<file path="config.mk">
export PLATFORM = sky130hd
export DESIGN_NAME = ram_burst_loader
export DESIGN_NICKNAME = d
export VERILOG_FILES = /design/src/rtl/ram_burst_loader.sv
export SDC_FILE = /design/constraint.sdc
export NUM_CORES = 1
export LEC_CHECK = 0
export CORE_ASPECT_RATIO = 0.5
export CORE_MARGIN = 2
export CORE_UTILIZATION = 30
export DETAILED_ROUTE_END_ITERATION = 10
export PLACE_DENSITY = 0.75
export SYNTH_ARGS = -nofsm -noshare
export SYNTH_HDL_FRONTEND = slang
export SYNTH_SLANG_ARGS = --single-unit
</file>
<file path="constraint.sdc">
create_clock -name clk -period 1.3 [get_ports clk]
set_input_delay 0.26 -clock clk [delete_from_list [all_inputs] [get_ports clk]]
set_output_delay 0.26 -clock clk [all_outputs]
set_load 0.05 [all_outputs]
</file>
<file path="src/rtl/ram_burst_loader.sv">
// ram_burst_loader: copies an {addr,data} image from a synchronous ROM into RAM.
// Define RAM_BURST_LOADER_VERIFY_EN to add a readback pass that flags the first mismatching entry.
module ram_burst_loader #(
    parameter int ADDR_W    = 16,
    parameter int DATA_W    = 8,
    parameter int N_ENTRIES = 32,
    parameter int IDX_W     = 6
) (
    input  logic                     clk,
    input  logic                     rst,
    input  logic                     start,
    output logic [IDX_W-1:0]         rom_idx,
    input  logic [ADDR_W+DATA_W-1:0] rom_entry,
    output logic [ADDR_W-1:0]        mem_addr,
    output logic [DATA_W-1:0]        mem_wdata,
    output logic                     mem_we,
    output logic                     mem_re,
    input  logic                     mem_ready,
    input  logic [DATA_W-1:0]        mem_rdata,
    output logic                     busy,
    output logic                     done,
    output logic                     err,
    output logic [IDX_W-1:0]         err_idx
);
    localparam logic [IDX_W-1:0] LAST = IDX_W'(N_ENTRIES - 1);

`ifdef RAM_BURST_LOADER_VERIFY_EN
    typedef enum logic [2:0] {IDLE, FETCH, WAIT, WRITE, VFETCH, VWAIT, VREAD, DONE} state_t;
`else
    typedef enum logic [2:0] {IDLE, FETCH, WAIT, WRITE, DONE} state_t;
    logic unused_rdata;
    assign unused_rdata = ^mem_rdata;
    assign mem_re       = 1'b0;
    assign err          = 1'b0;
    assign err_idx      = '0;
`endif

    state_t           state;
    logic [IDX_W-1:0] idx;
    logic             last;

    // idx is the register presented to the ROM; it only moves on an accepted request
    assign rom_idx = idx;
    assign last    = idx == LAST;

    // Load sequencer: fetch, latch ROM word, hold write until accepted, then optionally read back
    always_ff @(posedge clk) begin
        if (rst) begin
            state     <= IDLE;
            idx       <= '0;
            mem_addr  <= '0;
            mem_wdata <= '0;
            mem_we    <= 1'b0;
            busy      <= 1'b0;
            done      <= 1'b0;
`ifdef RAM_BURST_LOADER_VERIFY_EN
            mem_re    <= 1'b0;
            err       <= 1'b0;
            err_idx   <= '0;
`endif
        end else begin
            case (state)
                IDLE, DONE: if (start) begin
                    state <= FETCH;
                    idx   <= '0;
                    busy  <= 1'b1;
                    done  <= 1'b0;
`ifdef RAM_BURST_LOADER_VERIFY_EN
                    err     <= 1'b0;
                    err_idx <= '0;
`endif
                end
                FETCH: state <= WAIT;
                WAIT: begin
                    mem_addr  <= rom_entry[ADDR_W+DATA_W-1:DATA_W];
                    mem_wdata <= rom_entry[DATA_W-1:0];
                    mem_we    <= 1'b1;
                    state     <= WRITE;
                end
                WRITE: if (mem_ready) begin
                    mem_we <= 1'b0;
                    if (last) begin
`ifdef RAM_BURST_LOADER_VERIFY_EN
                        idx   <= '0;
                        state <= VFETCH;
`else
                        state <= DONE;
                        busy  <= 1'b0;
                        done  <= 1'b1;
`endif
                    end else begin
                        idx   <= idx + IDX_W'(1);
                        state <= FETCH;
                    end
                end
`ifdef RAM_BURST_LOADER_VERIFY_EN
                VFETCH: state <= VWAIT;
                VWAIT: begin
                    mem_addr  <= rom_entry[ADDR_W+DATA_W-1:DATA_W];
                    mem_wdata <= rom_entry[DATA_W-1:0];
                    mem_re    <= 1'b1;
                    state     <= VREAD;
                end
                VREAD: if (mem_ready) begin
                    mem_re <= 1'b0;
                    if (mem_rdata != mem_wdata && !err) begin
                        err     <= 1'b1;
                        err_idx <= idx;
                    end
                    if (last) begin
                        state <= DONE;
                        busy  <= 1'b0;
                        done  <= 1'b1;
                    end else begin
                        idx   <= idx + IDX_W'(1);
                        state <= VFETCH;
                    end
                end
`endif
                default: state <= IDLE;
            endcase
        end
    end
endmodule

</file>
==> report_table.html <==
<table>
<tr><th>Metric</th><th>Value</th></tr>
<tr><th colspan="2">Synth</th></tr>
<tr><td>Count of flip-flops with a built-in enable after synthesis</td><td>0</td></tr>
<tr><td>Synthesis Warnings</td><td>0</td></tr>
<tr><td>Register bit total from synthesis</td><td>36</td></tr>
<tr><td>Cells taking the most area after synthesis</td><td>sky130_fd_sc_hd__dfxtp_1 48%, sky130_fd_sc_hd__nand2_1 14%, sky130_fd_sc_hd__a21oi_1 11%</td></tr>
<tr><td>Leading register cell type out of synthesis</td><td>sky130_fd_sc_hd__dfxtp_1</td></tr>
<tr><td>Part of the Yosys area used for sequential elements</td><td>around half</td></tr>
<tr><td>Syn Inst Count</td><td>186</td></tr>
<tr><td>Fraction of synthesized cell area taken by the top area cell type</td><td>48.28%</td></tr>
<tr><td>Leading post-synthesis cells by instance count</td><td>55 x sky130_fd_sc_hd__nand2_1, 36 x sky130_fd_sc_hd__dfxtp_1, 34 x sky130_fd_sc_hd__a21oi_1, 9 x sky130_fd_sc_hd__buf_4</td></tr>
<tr><td>Unique cell type count in the Yosys netlist</td><td>33</td></tr>
<tr><td>Average size of a mapped cell</td><td>around 8.0 um2</td></tr>
<tr><td>Share of async-settable or async-resettable flops after synthesis</td><td>0%</td></tr>
<tr><td>Cell area after synthesis</td><td>1493 um2</td></tr>
<tr><td>Largest area contributor in the synthesized netlist</td><td>sky130_fd_sc_hd__dfxtp_1</td></tr>
<tr><td>Count leader, synth</td><td>sky130_fd_sc_hd__nand2_1</td></tr>
<tr><th colspan="2">GRT</th></tr>
<tr><td>Wire length of the first global-routing pass</td><td>approximately 6.5 mm</td></tr>
<tr><td>Met3 layer usage reported by global route</td><td>3.511%</td></tr>
<tr><td>Remaining Overflow, GRT</td><td>0</td></tr>
<tr><td>Met1 routing resource usage after global routing</td><td>17.60%</td></tr>
<tr><td>Vias in the first global route</td><td>1458</td></tr>
<tr><td>Total routing resource utilization after global routing</td><td>14.61%</td></tr>
<tr><td>Maximum number of pins on one net before global-route repair</td><td>23</td></tr>
<tr><td>Met2 routing resource usage after global routing</td><td>a little over a quarter</td></tr>
<tr><td>Number of antenna violations at the first check in global routing</td><td>0</td></tr>
<tr><td>Peak-usage layer in the global routing report</td><td>met2</td></tr>
<tr><th colspan="2">Route</th></tr>
<tr><td>Ratio of routed vias to standard cells</td><td>4.517</td></tr>
<tr><td>First-pass iteration count of the detailed router</td><td>4</td></tr>
<tr><td>Routed Antenna Nets</td><td>0</td></tr>
<tr><td>Wire length after detailed routing</td><td>a little over 4 mm</td></tr>
<tr><td>Routed wire length per instance</td><td>12.35 um</td></tr>
<tr><td>Residual DRC</td><td>0</td></tr>
<tr><td>DR vias</td><td>1486</td></tr>
<tr><td>Count of routing violations after the opening detailed-route iteration</td><td>42</td></tr>
<tr><th colspan="2">Critical path</th></tr>
<tr><td>Worst reg-to-reg path cell count</td><td>5</td></tr>
<tr><td>Setup crit start</td><td>rom_idx[1]</td></tr>
<tr><td>Path type of the worst setup path</td><td>flop to flop</td></tr>
<tr><td>Capturing element of the worst setup path</td><td>rom_idx[2]</td></tr>
<tr><td>Data arrival at the endpoint of the critical path</td><td>1520 ps</td></tr>
<tr><td>Worst reg2reg startpoint</td><td>rom_idx[1]</td></tr>
<tr><td>CP Data Required Time</td><td>1520 ps</td></tr>
<tr><td>Type of destination of the critical path</td><td>flop</td></tr>
<tr><td>Type of element launching the critical path</td><td>flop</td></tr>
<tr><td>Critical path fanouts, max</td><td>4</td></tr>
<tr><td>R2R Setup Slk</td><td>-4 ps</td></tr>
<tr><td>Reg-to-reg endpoint</td><td>rom_idx[2]</td></tr>
<tr><th colspan="2">Clock network</th></tr>
<tr><td>CTS H-Tree Depth</td><td>2</td></tr>
<tr><td>Clock sink total</td><td>36</td></tr>
<tr><td>Buffer cell driving the clock tree root</td><td>sky130_fd_sc_hd__clkbuf_8</td></tr>
<tr><td>TritonCTS clock tree</td><td>built</td></tr>
<tr><td>Clock-pin slew on the worst setup and hold paths</td><td>about 70 ps</td></tr>
<tr><td>Cts bufs inserted</td><td>5</td></tr>
<tr><td>Number of hold buffers added after cts</td><td>0</td></tr>
<tr><td>Max Buffers Root-to-Sink</td><td>2</td></tr>
<tr><td>Clock Latency Late Sink</td><td>between 200 and 300 ps</td></tr>
<tr><th colspan="2">Die</th></tr>
<tr><td>I/O pins</td><td>77</td></tr>
<tr><td>Floorplan core area</td><td>4865 um2</td></tr>
<tr><td>Effective utilization at floorplan</td><td>30.68%</td></tr>
<tr><td>Horiz. Die Dim</td><td>around 100 um</td></tr>
<tr><td>Die Span Y</td><td>between 50 and 60 um</td></tr>
<tr><td>Cell row count</td><td>18</td></tr>
<tr><td>Die ar.</td><td>about 5600 um2</td></tr>
<tr><th colspan="2">Layout</th></tr>
<tr><td>Filler cell count in the final layout</td><td>428</td></tr>
<tr><td>Ratio of cells with drive above 1 in the final layout</td><td>28.96%</td></tr>
<tr><td>Total inserted antenna cells</td><td>0</td></tr>
<tr><td>Area overhead of the layout relative to synthesis</td><td>84.24%</td></tr>
<tr><td>Final Instance Area</td><td>roughly 2800 um2</td></tr>
<tr><td>Cell Count, Final, Fillers Out</td><td>roughly 330</td></tr>
<tr><td>Number of nets in the layout</td><td>295</td></tr>
<tr><th colspan="2">Place</th></tr>
<tr><td>Number of port buffers</td><td>60</td></tr>
<tr><td>Worst slack, placed</td><td>-369.8 ps</td></tr>
<tr><td>Area after DPL</td><td>2641 um2</td></tr>
<tr><td>Routability-driven placement congestion ratio</td><td>a little over 0.8</td></tr>
<tr><td>Count of placed standard cells including taps</td><td>roughly 320</td></tr>
<tr><td>DPL Wire Length</td><td>3.163 mm</td></tr>
<tr><th colspan="2">STA</th></tr>
<tr><td>Final number of max-transition violations</td><td>0</td></tr>
<tr><td>FMAX</td><td>0.7669 GHz</td></tr>
<tr><td>Number of endpoints with negative hold slack in the final report</td><td>0</td></tr>
<tr><td>Worst setup skew after layout</td><td>2.711 ps</td></tr>
<tr><td>Share of the clock period used by the worst path after layout</td><td>100.3%</td></tr>
<tr><td>RSZ-0062 raised after global routing</td><td>yes</td></tr>
<tr><td>Post-layout minimum cycle time</td><td>1304 ps</td></tr>
<tr><td>Minimum setup slack in the final design</td><td>-3.978 ps</td></tr>
<tr><td>Total negative slack</td><td>-3.978 ps</td></tr>
<tr><td>Final number of setup-violating endpoints</td><td>1</td></tr>
<tr><th colspan="2">Power and ir drop</th></tr>
<tr><td>Flop pwr share</td><td>42.3%</td></tr>
<tr><td>Max IR drop VDD</td><td>about 0.65 mV</td></tr>
<tr><td>Comb pwr share</td><td>between 30% and 40%</td></tr>
<tr><td>Net Sw Power</td><td>between 0.0009 and 0.001 W</td></tr>
<tr><td>Power share of the clock group</td><td>27.0%</td></tr>
<tr><td>Internal</td><td>0.002036 W</td></tr>
<tr><td>Switching share of total power</td><td>31.17%</td></tr>
<tr><td>Leakage component of the power</td><td>1.035 nW</td></tr>
<tr><td>Power Dens Cells</td><td>about 1100 nW/um2</td></tr>
<tr><th colspan="2">Min path</th></tr>
<tr><td>Path type of the worst min-delay path</td><td>flop to flop</td></tr>
<tr><th colspan="2">Run status</th></tr>
<tr><td>Violated checks</td><td>setup timing</td></tr>
<tr><td>Result of the run</td><td>finished with violations</td></tr>
<tr><th colspan="2">Flow run</th></tr>
<tr><td>Max Cap Viol</td><td>0</td></tr>
</table>
worst max-delay path, stage by stage, from the launching register on:
cell                       delay [ps]
sky130_fd_sc_hd__dfxtp_4          360
sky130_fd_sc_hd__ha_4             160
sky130_fd_sc_hd__nand3_4           90
sky130_fd_sc_hd__o211ai_1         200
sky130_fd_sc_hd__mux2_1           350
sky130_fd_sc_hd__nor2_1            80
state kept, by name, summed over array words and instances, names as in the netlist:
signal	count
mem_addr	16
done	1
rom_idx	6
mem_we	1
mem_wdata	8
busy	1
state	3
power groups by stage:
| stage | Combinational (W) | Clock [W] | Sequential, W |
|---|---|---|---|
| floorplan | 0.000273 | 0 | 0.00144 |
| global placement | 0.000892 | 0 | 0.00127 |
| detailed placement | 0.000907 | 0 | 0.00128 |
| CTS | 0.000911 | 0.000824 | 0.00125 |
| global route | 0.000956 | 0.000871 | 0.00126 |
| finish | 0.000908 | 0.000798 | 0.00125 |
cell families (layout without fill, tap and decap cells):
kind of cell    count (synthesis)  after routing  synth area share, %
fa+ha+maj                       1              1               0.8381
simple gates                   83             83                25.23
other cells                     1              8               0.2512
mux                             2              2                1.425
buf+inv                        20             86                7.710
compound gates                 43             43                16.26
flops                          36             36                48.28
per-stage QoR:
step | hold WS, ps | util, % | power [W]
6_report | 490.3 | 56.53 | 0.002958
5_1_grt | 504.5 | 56.53 | 0.003086
4_1_cts | 493.9 | 56.20 | 0.002987
3_5_place_dp | 484.1 | 54.30 | 0.002182
3_3_place_gp | 477.3 | 54.30 | 0.002162
2_1_floorplan | 396.0 | - | 0.001717
per-layer routing:
metal	routed length [um]	part of all wire, %	up-vias
met5	0	0	-
met4	36	0.89	0
met3	130	3.2	4
met2	2098	52	27
met1	1799	44	706
li1	-	-	749
cell usage in the layout, fill, tap and decap left out, types with 3 or more instances in the layout:
| cell | n |
|---|---|
| sky130_fd_sc_hd__nand2_1 | 55 |
| sky130_fd_sc_hd__buf_12 | 37 |
| sky130_fd_sc_hd__a21oi_1 | 33 |
| sky130_fd_sc_hd__dfxtp_1 | 27 |
| sky130_fd_sc_hd__clkdlybuf4s50_1 | 26 |
| sky130_fd_sc_hd__buf_4 | 13 |
| sky130_fd_sc_hd__conb_1 | 8 |
| sky130_fd_sc_hd__dfxtp_2 | 7 |
| sky130_fd_sc_hd__clkbuf_8 | 6 |
| sky130_fd_sc_hd__nand2b_1 | 5 |
| sky130_fd_sc_hd__nor2_1 | 5 |
| sky130_fd_sc_hd__nand3_1 | 4 |
| sky130_fd_sc_hd__and3_1 | 3 |
area by class of cell:
type	count	area, um2	share of cell area [%]
Tap cell	70	87.58	3.185
Inverter	1	3.754	0.1365
Timing Repair Buffer	77	1107	40.26
Clock buffer	8	90.09	3.276
Multi-Input combinational cell	137	724.4	26.34
Sequential cell	36	737.0	26.80
worst min-delay path by stage:
stage / start / end / depth (start not counted)
finish: state[2] / state[1] / 1
global route: state[2] / state[1] / 1
CTS: mem_addr[11] / mem_addr[11] / 2
detailed placement: mem_addr[11] / mem_addr[11] / 2
global placement: mem_addr[8] / mem_addr[8] / 2
floorplan: rom_entry[12] / mem_addr[4] / 2
what timing repair did:
item,4_1_cts,5_1_grt
hold endpoints to repair,0,0
setup buffers,0,0
setup endpoints to repair,3,15
pin swaps,0,1
gates resized for setup,3,6
Note: power is estimated with default switching activity, not from simulation.
